`src/rtl/inst_fetch_pkg.sv`:
```
// Shared types and constants for the instruction fetch controller.
// The S_IDLE_HALT state exists only when MISALIGN_TRAP_EN is defined.
package inst_fetch_pkg;

  localparam int          XLEN_DEF     = 32;
  localparam logic [31:0] RESET_PC_DEF = 32'h0000_0000;
  localparam int          PC_INC       = 4;
  localparam logic [31:0] NOP          = 32'h0000_0013;

  typedef enum logic [2:0] {
    S_IDLE      = 3'd0,
    S_REQ       = 3'd1,
    S_WAIT      = 3'd2,
    S_DROP      = 3'd3,
    S_FULL      = 3'd4
`ifdef MISALIGN_TRAP_EN
    ,
    S_IDLE_HALT = 3'd5
`endif
  } state_t;

endpackage

```
`src/rtl/inst_fetch_fifo.sv`:
```
// Small synchronous FIFO holding {pc, instruction} entries; flush empties it in one edge.
// Pushes into a full FIFO are ignored unless a pop frees the slot in the same cycle.
module inst_fetch_fifo #(
  parameter int W     = 64,
  parameter int DEPTH = 2
) (
  input  logic                     clk,
  input  logic                     rst_n,
  input  logic                     push,
  input  logic                     pop,
  input  logic                     flush,
  input  logic [W-1:0]             din,
  output logic [W-1:0]             dout,
  output logic [$clog2(DEPTH):0]   count
);

  localparam int AW = $clog2(DEPTH);
  localparam int CW = AW + 1;

  logic [W-1:0]  mem [DEPTH];
  logic [AW-1:0] rd_ptr;
  logic [AW-1:0] wr_ptr;
  logic          do_push;
  logic          do_pop;

  assign do_pop  = pop && (count != '0);
  assign do_push = push && ((count != CW'(DEPTH)) || do_pop);
  assign dout    = mem[rd_ptr];

  always_ff @(posedge clk or negedge rst_n) begin
    if (!rst_n) begin
      rd_ptr <= '0;
      wr_ptr <= '0;
      count  <= '0;
    end else if (flush) begin
      rd_ptr <= '0;
      wr_ptr <= '0;
      count  <= '0;
    end else begin
      if (do_push) wr_ptr <= wr_ptr + 1'b1;
      if (do_pop)  rd_ptr <= rd_ptr + 1'b1;
      case ({do_push, do_pop})
        2'b10:   count <= count + 1'b1;
        2'b01:   count <= count - 1'b1;
        default: count <= count;
      endcase
    end
  end

  always_ff @(posedge clk) begin
    if (do_push && !flush) mem[wr_ptr] <= din;
  end

endmodule

```
`src/rtl/inst_fetch_ctrl.sv`:
```
// Fetch-stage controller: owns the PC, sequences INST_MEM reads, buffers and redirects.
// Build option MISALIGN_TRAP_EN: a misaligned redirect target sets a sticky fault and halts fetch.
module inst_fetch_ctrl
  import inst_fetch_pkg::*;
#(
  parameter int              XLEN       = XLEN_DEF,
  parameter logic [XLEN-1:0] RESET_PC   = RESET_PC_DEF,
  parameter int              FIFO_DEPTH = 2
) (
  input  logic            clk,
  input  logic            rst_n,
  output logic            mem_req,
  output logic [XLEN-1:0] mem_addr,
  input  logic            mem_valid,
  input  logic [XLEN-1:0] mem_data,
  output logic            if_valid,
  input  logic            if_ready,
  output logic [XLEN-1:0] if_inst,
  output logic [XLEN-1:0] if_pc,
  input  logic            br_taken,
  input  logic [XLEN-1:0] br_target,
  output logic            fetch_fault,
  output logic [2:0]      dbg_state
);

  localparam int CW = $clog2(FIFO_DEPTH) + 1;

  state_t            state;
  logic [XLEN-1:0]   pc;
  logic [CW-1:0]     count;
  logic [CW-1:0]     count_next;
  logic [2*XLEN-1:0] head;
  logic              redirect;
  logic              push;
  logic              pop;
  logic [XLEN-1:0]   target;

`ifdef MISALIGN_TRAP_EN
  logic fault_q;
  logic misaligned;
  assign redirect    = br_taken && (state != S_IDLE) && (state != S_IDLE_HALT);
  assign misaligned  = (br_target[1:0] != 2'b00);
  assign target      = br_target;
  assign fetch_fault = fault_q;
`else
  assign redirect    = br_taken && (state != S_IDLE);
  assign target      = br_target & ~XLEN'(3);
  assign fetch_fault = 1'b0;
`endif

  // Decode handshake: an entry transfers on a cycle with if_valid && if_ready and no
  // br_taken; if_inst/if_pc stay stable while if_valid is high and not accepted.
  assign push       = (state == S_WAIT) && mem_valid && !redirect;
  assign pop        = if_valid && if_ready && !br_taken;
  assign count_next = count + CW'(push) - CW'(pop);

  assign mem_req         = (state == S_REQ);
  assign mem_addr        = mem_req ? pc : '0;
  assign if_valid        = (count != '0);
  assign {if_pc, if_inst} = if_valid ? head : '0;
  assign dbg_state       = state;

  inst_fetch_fifo #(.W(2*XLEN), .DEPTH(FIFO_DEPTH)) u_fifo (
    .clk   (clk),
    .rst_n (rst_n),
    .push  (push),
    .pop   (pop),
    .flush (redirect),
    .din   ({pc, mem_data}),
    .dout  (head),
    .count (count)
  );

  always_ff @(posedge clk or negedge rst_n) begin
    if (!rst_n) begin
      state <= S_IDLE;
      pc    <= RESET_PC;
`ifdef MISALIGN_TRAP_EN
      fault_q <= 1'b0;
`endif
    end else if (redirect) begin
      pc <= target;
      case (state)
        S_REQ:           state <= S_DROP;
        // A response landing on the redirect edge is the stale one: consume it and refetch.
        S_WAIT, S_DROP:  state <= mem_valid ? S_REQ : S_DROP;
        default:         state <= S_REQ;
      endcase
`ifdef MISALIGN_TRAP_EN
      if (misaligned) begin
        state   <= S_IDLE_HALT;
        fault_q <= 1'b1;
      end
`endif
    end else begin
      case (state)
        S_IDLE: state <= S_REQ;
        S_REQ:  state <= S_WAIT;
        S_WAIT: begin
          if (mem_valid) begin
            pc    <= pc + XLEN'(PC_INC);
            state <= (count_next < CW'(FIFO_DEPTH)) ? S_REQ : S_FULL;
          end
        end
        S_FULL: if (pop) state <= S_REQ;
        S_DROP: if (mem_valid) state <= S_REQ;
        default: state <= state;
      endcase
    end
  end

endmodule

```
`config.mk`:
```
export PLATFORM = sky130hd
export DESIGN_NAME = inst_fetch_ctrl
export DESIGN_NICKNAME = d
export VERILOG_FILES = /design/src/rtl/inst_fetch_pkg.sv /design/src/rtl/inst_fetch_fifo.sv /design/src/rtl/inst_fetch_ctrl.sv
export SDC_FILE = /design/constraint.sdc
export NUM_CORES = 1
export LEC_CHECK = 0
export ABC_AREA = 1
export BUFFER_PORTS_ARGS = -buffer_cell sky130_fd_sc_hd__buf_2
export CORE_UTILIZATION = 51
export CTS_CLUSTER_DIAMETER = 80
export DETAILED_ROUTE_END_ITERATION = 10
export PLACE_DENSITY = 0.86
export SLEW_MARGIN = 5
export SYNTH_ARGS = -nofsm -noshare
export SYNTH_HDL_FRONTEND = slang
export SYNTH_SLANG_ARGS = --single-unit
```
`constraint.sdc`:
```
create_clock -name clk -period 5.3 [get_ports clk]
set_input_delay 0.53 -clock clk [delete_from_list [all_inputs] [get_ports clk]]
set_output_delay 0.53 -clock clk [all_outputs]
set_load 0.02 [all_outputs]
```
Word level (Yosys, flattened, before mapping) --
Memory sizes are Yosys's and may differ from the RTL's. Index checks and enable logic that the tools add are counted. Widths: inputs -> output; s select.
Operators by class: add/sub/neg operators 7, order comparisons 1, equality and inequality tests 10, muxes and demuxes 21, reductions and logical operators 23
Operators by type and width (number):
- $mux 32 | 4
- $mux 64 | 1
- $add 32x3->32 const B | 1
- $mux 3 | 5
- $pmux 3 s5 | 1
- $reduce_bool 2->1 | 5
- $ne 3x2->1 const B | 3
- $logic_and 1x1->1 | 8
- $pmux 2 s2 | 2
- $eq 3x2->1 const B | 2
- $mux 1 | 6
- $reduce_bool 3->1 | 2
- $reduce_bool 6->1 | 1
- $mux 2 | 2
- $reduce_and 4->1 | 1
- $eq 3x1->1 const B | 1
- $eq 3x3->1 const B | 1
- $logic_not 3->1 | 1
- $add 1x1->1 const B | 2
- $add 2x1->2 | 1
- $add 2x1->2 const B | 1
- $eq 2x1->1 const B | 1
- $eq 2x2->1 const B | 1
- $logic_not 1->1 | 2
- 7 further kinds | 7
Storage, ports and cells: bits in registers 39, RAM bits 128, word-level logic and storage cells 68, memories kept 1
Memories:
- u_fifo.mem | depth 2, width 64, read ports 1, clocked after memory_dff 0, write ports 1, RTL line inst_fetch_fifo.sv:20 | logic [W-1:0] mem [DEPTH];

Logic depth before layout (Yosys ltp) --
depth in word-level cells 11, gate-level depth with buffers 11

By module --
Synthesis repeated with hierarchy kept, for this count alone.
Second synthesis, totals: cell total of the unflattened synthesis 949, area total of the unflattened synthesis 8061.5 um2
By module, submodules not included:
- inst_fetch_fifo | times used 1, cells each 372, area each 4899.7 um2, sequential area each 3943.8 um2
- inst_fetch_ctrl | times used 1, cells each 577, area each 3161.8 um2, sequential area each 825.8 um2

Least setup slack after synthesis --
No wires, ideal clock.
kind reg-to-reg, from register state[2] (netlist: dbg_state[2]), to memory u_fifo.mem[0][0] (enable), data arrival time 3.749 ns, setup slack 1.069 ns, stages on the path, launching flop included 8, buffers on the path 0, cells stage by stage dfrtp_1 inv_1 nand3_2 nor2_4 nand2_4 inv_2 o21ai_1 nor2_1
On the way: longest elaborated chain between the ends 8
RTL lines:
- start, declared | RTL line inst_fetch_ctrl.sv:28 | state_t state;
- start signal, assigned | RTL line inst_fetch_ctrl.sv:86 | S_WAIT, S_DROP: state <= mem_valid ? S_REQ : S_DROP;
- start signal, assigned | RTL line inst_fetch_ctrl.sv:102 | state <= (count_next < CW'(FIFO_DEPTH)) ? S_REQ : S_FULL;
- start signal, assigned | RTL line inst_fetch_ctrl.sv:107 | default: state <= state;
- $reduce_bool 3->1 | RTL line inst_fetch_ctrl.sv:46 | assign redirect = br_taken && (state != S_IDLE);
- $logic_and 1x1->1 | RTL line inst_fetch_ctrl.sv:46
- $logic_not 1->1 | RTL line inst_fetch_fifo.sv:51, inst_fetch_ctrl.sv:53
- $logic_and 1x1->1 | RTL line inst_fetch_ctrl.sv:53 | assign push = (state == S_WAIT) && mem_valid && !redirect;
- $logic_and 1x1->1 | RTL line inst_fetch_fifo.sv:27 | assign do_push = push && ((count != CW'(DEPTH)) || do_pop);
- $logic_and 1x1->1 (*) | RTL line inst_fetch_fifo.sv:51 | if (do_push && !flush) mem[wr_ptr] <= din;
- $mux 1 (*) | RTL line inst_fetch_fifo.sv:51
- $mux 1 (implied by the code) (*) | RTL line inst_fetch_fifo.sv:51
- end, declared | RTL line inst_fetch_fifo.sv:20
Mark *: on every way between the ends. The rest lies on a longest branch, timed or not.

Worst setup path after layout --
from register state[1] (netlist: dbg_state[1]), to memory u_fifo.mem[0][4] (enable)
The elaborated chain is that of the path after synthesis.

==> results.txt <==
Area of the multi-input gates = 2430 um2
Clk_lat worst skew = 420 ps
Final net count = 1032
CP max FO = 39
Peak VDD IR = 0.372 mV
Post-Route Setup TNS = 0 ps
IO Pins = 171
Post-CTS setup buffers = 0
Outcome = finished, final reports clean
RSZ-0062 raised after global routing = no
Ys Warns = 0
Relative slew slack = 28.8%
Area delta synth->final = 20.3%
Vias in the first global route = 5785
R2R cell count = 8
CTS root buf = clkbuf_16
M3 GR Usage = 5.81%
Antenna viol nets, final = 0
DRC Markers = 0
Setup crit end = u_fifo.mem[0][4]
Starting Density = 53.0%
IO buf count = 163
Clk_skew = 5.90 ps
Hold buffers post-CTS = 0
Hold Path Class = in2async
Fmax = 0.292 GHz
Die X = 123 um
Final min period = 3420 ps
Final setup vio count = 0
CP Depth = 8
Filler cells = 1159
Largest net degree at the start of global routing = 63
# resized after CTS = 0
Per-cell routed wire length = 15.8 um
Final Hold Fails = 0
Origin of the worst setup path = dbg_state[1]
Gr ovfl total = 0
Critical Path End Type = register
Die span in y = 123 um
M1 GR Usage = 31.4%
Via-per-instance ratio = 5.30
Met2 Resource Use GR = 42.6%
CP Data Arrival Time = 3480 ps
DP Wirelength = 12.0 mm
Die area = 15100 um2
Crit-path leading delay family = simple AND/OR/NAND/NOR gates
Cell Chain, Critical Path = nor2_1 > nand2_1 > nand2_2 > nand2_4 > inv_2 > o21ai_1 > nor2_4 > buf_4
R2R setup slack = 1880 ps
Reg2Reg Capture Point = u_fifo.mem[0][4]
Slew @ Worst Pin = 1070 ps
First-pass GRT wire length = 28.4 mm
Avg Inst Size Synth = 9.24 um2
Final Cycle Share = 64.6%
Reg clk slew, reported paths = 60 ps
Drt first pass iters = 5
Clk sinks = 161
Synth cell types = 28
Critical path buffer and inverter count = 2
TritonCTS clock tree = built
Max incr delay on CP = 660 ps
CP max-delay cell = nor2_4
Initial DRC count = 639
Synthesized instance count = 805
Mapped cell area = 7440 um2
# diodes = 0
# rows = 43
WS Path Type = reg2reg
Register Area = 4650 um2
Max cap viols = 0
Max clock buf depth = 2
P per Cell Area = 519 nW/um2
CORE AREA = 14000 um2
Gpl congestion = 0.910
Crit path required time = 5360 ps
Layout cells sized above 1 = 22.3%
GRT Total Usage = 25.4%
Synthesized flop and latch total = 161
P_leak = 0.00393 uW
Startpoint types = register
Pwr Total = 4640 uW
Slew Limit Fails = 0
Initial antenna violation count = 0
Final wirelength = 18.2 mm
Gr busiest metal = met2
Post-synthesis sequential area ratio = 62.5%
Max H-tree Level = 4
TritonCTS Buffers = 17
Worst r2r src = dbg_state[1]
Vias = 6112
==> through the flow <==
stage,worst slack (ps),cell area (um2),util (%),std cells,hold slack [ps]
floorplan,1070,7460,-,809,234
global placement,1940,8380,59.6,1122,512
detailed placement,1870,8380,59.6,1122,516
CTS,1860,8950,63.7,1154,254
global route,1640,8950,63.7,1154,285
finish,1880,8950,63.7,1154,217
==> power breakdown <==
group | internal [uW] | switching [uW]
Combinational | 482 | 1210
Sequential | 1560 | 210
Clock | 714 | 470
==> final cells by class <==
class | count | area share (%)
clock buffers | 22 | 5.19
clock inverters | 10 | 1.24
inverters | 57 | 2.39
multi-input cells | 556 | 27.2
flip-flops and latches | 161 | 52.0
well taps | 180 | 2.52
repair buffers | 168 | 9.53
==> state kept, by name, indices dropped and copies added (netlist names) <==
signal,count
dbg_state,3
pc,30
u_fifo.count,2
u_fifo.mem,124
u_fifo.rd_ptr,1
u_fifo.wr_ptr,1
==> synth_stat cells <==
cell type  number  area [um2]
nand2_1       299        1120
edfxtp_1      124        3720
nor2_1         85         319
a21oi_1        68         340
inv_1          52         195
nand3_1        49         245
dfrtp_1        37         926
clkbuf_1       21        78.8
o21ai_0        10        50.1
xor2_1         10        87.6
buf_4           9        67.6
o211ai_1        6        45.0
inv_2           5        18.8
nor2_2          5        31.3
buf_2           3        15.0
nand2_2         3        18.8
nor2_4          3        33.8
a31oi_1         2        12.5
ha_1            2        25.0
nand3_2         2        20.0
nand4_1         2        12.5
o21ai_1         2        10.0
buf_1           1        3.75
buf_6           1        11.3
conb_1          1        3.75
nand2_4         1        11.3
nor3_1          1        5.00
xnor2_1         1        8.76
==> worst reg2reg max path, stage by stage, from the launching register on <==
cell and delay (ps):
dfrtp_1 450, nor2_1 160, nand2_1 90, nand2_2 300, nand2_4 140, inv_2 340, o21ai_1 310, nor2_4 660
buf_4 590
==> cells by family after synthesis <==
kind of cell    Yosys count  synth area share (%)
compound gates           88                  6.15
flops                   161                  62.5
xor+xnor                 11                  1.29
fa+ha+maj                 2                 0.336
other cells               1                0.0504
simple gates            450                  24.4
buf+inv                  92                  5.25
==> placed cells by master, fill, tap and decap left out <==
cell type and n:
nand2_1 299, clkbuf_8 2, nand3_1 49, o21ai_1 2
xor2_1 10, clkinv_4 1, nor2_4 5, dfrtp_2 1
o21ai_0 10, nor3_1 1, xnor2_1 1, bufinv_16 2
clkinvlp_4 4, inv_2 5, nor2_2 5, nand4_1 2
conb_1 5, dfrtp_1 36, clkinv_2 1, clkbuf_16 17
buf_2 163, edfxtp_1 124, ha_1 2, buf_4 5
clkinv_1 2, o211ai_1 6, clkbuf_1 3, nand2_4 1
nor2_1 83, a21oi_1 68, nand2_2 3, a31oi_1 2
inv_1 52, nand3_2 2
==> routing by layer <==
metal,share of wire (%),wire length [um]
met5,0,0
met4,2.0,369
met3,8.8,1600
met2,49,8930
met1,40,7340
==> how the worst min path moves through the flow <==
stage / startpoint / to / slack, ps / cells past startpoint
2_1_floorplan: rst_n / dbg_state[0] / 230 / 0
3_3_place_gp: pc[28] / u_fifo.mem[0][60] / 510 / 0
3_5_place_dp: pc[28] / u_fifo.mem[1][60] / 520 / 0
4_1_cts: rst_n / pc[25] / 250 / 1
5_1_grt: rst_n / pc[25] / 280 / 1
6_report: rst_n / pc[25] / 220 / 1
(Power assumes the default switching activity.)
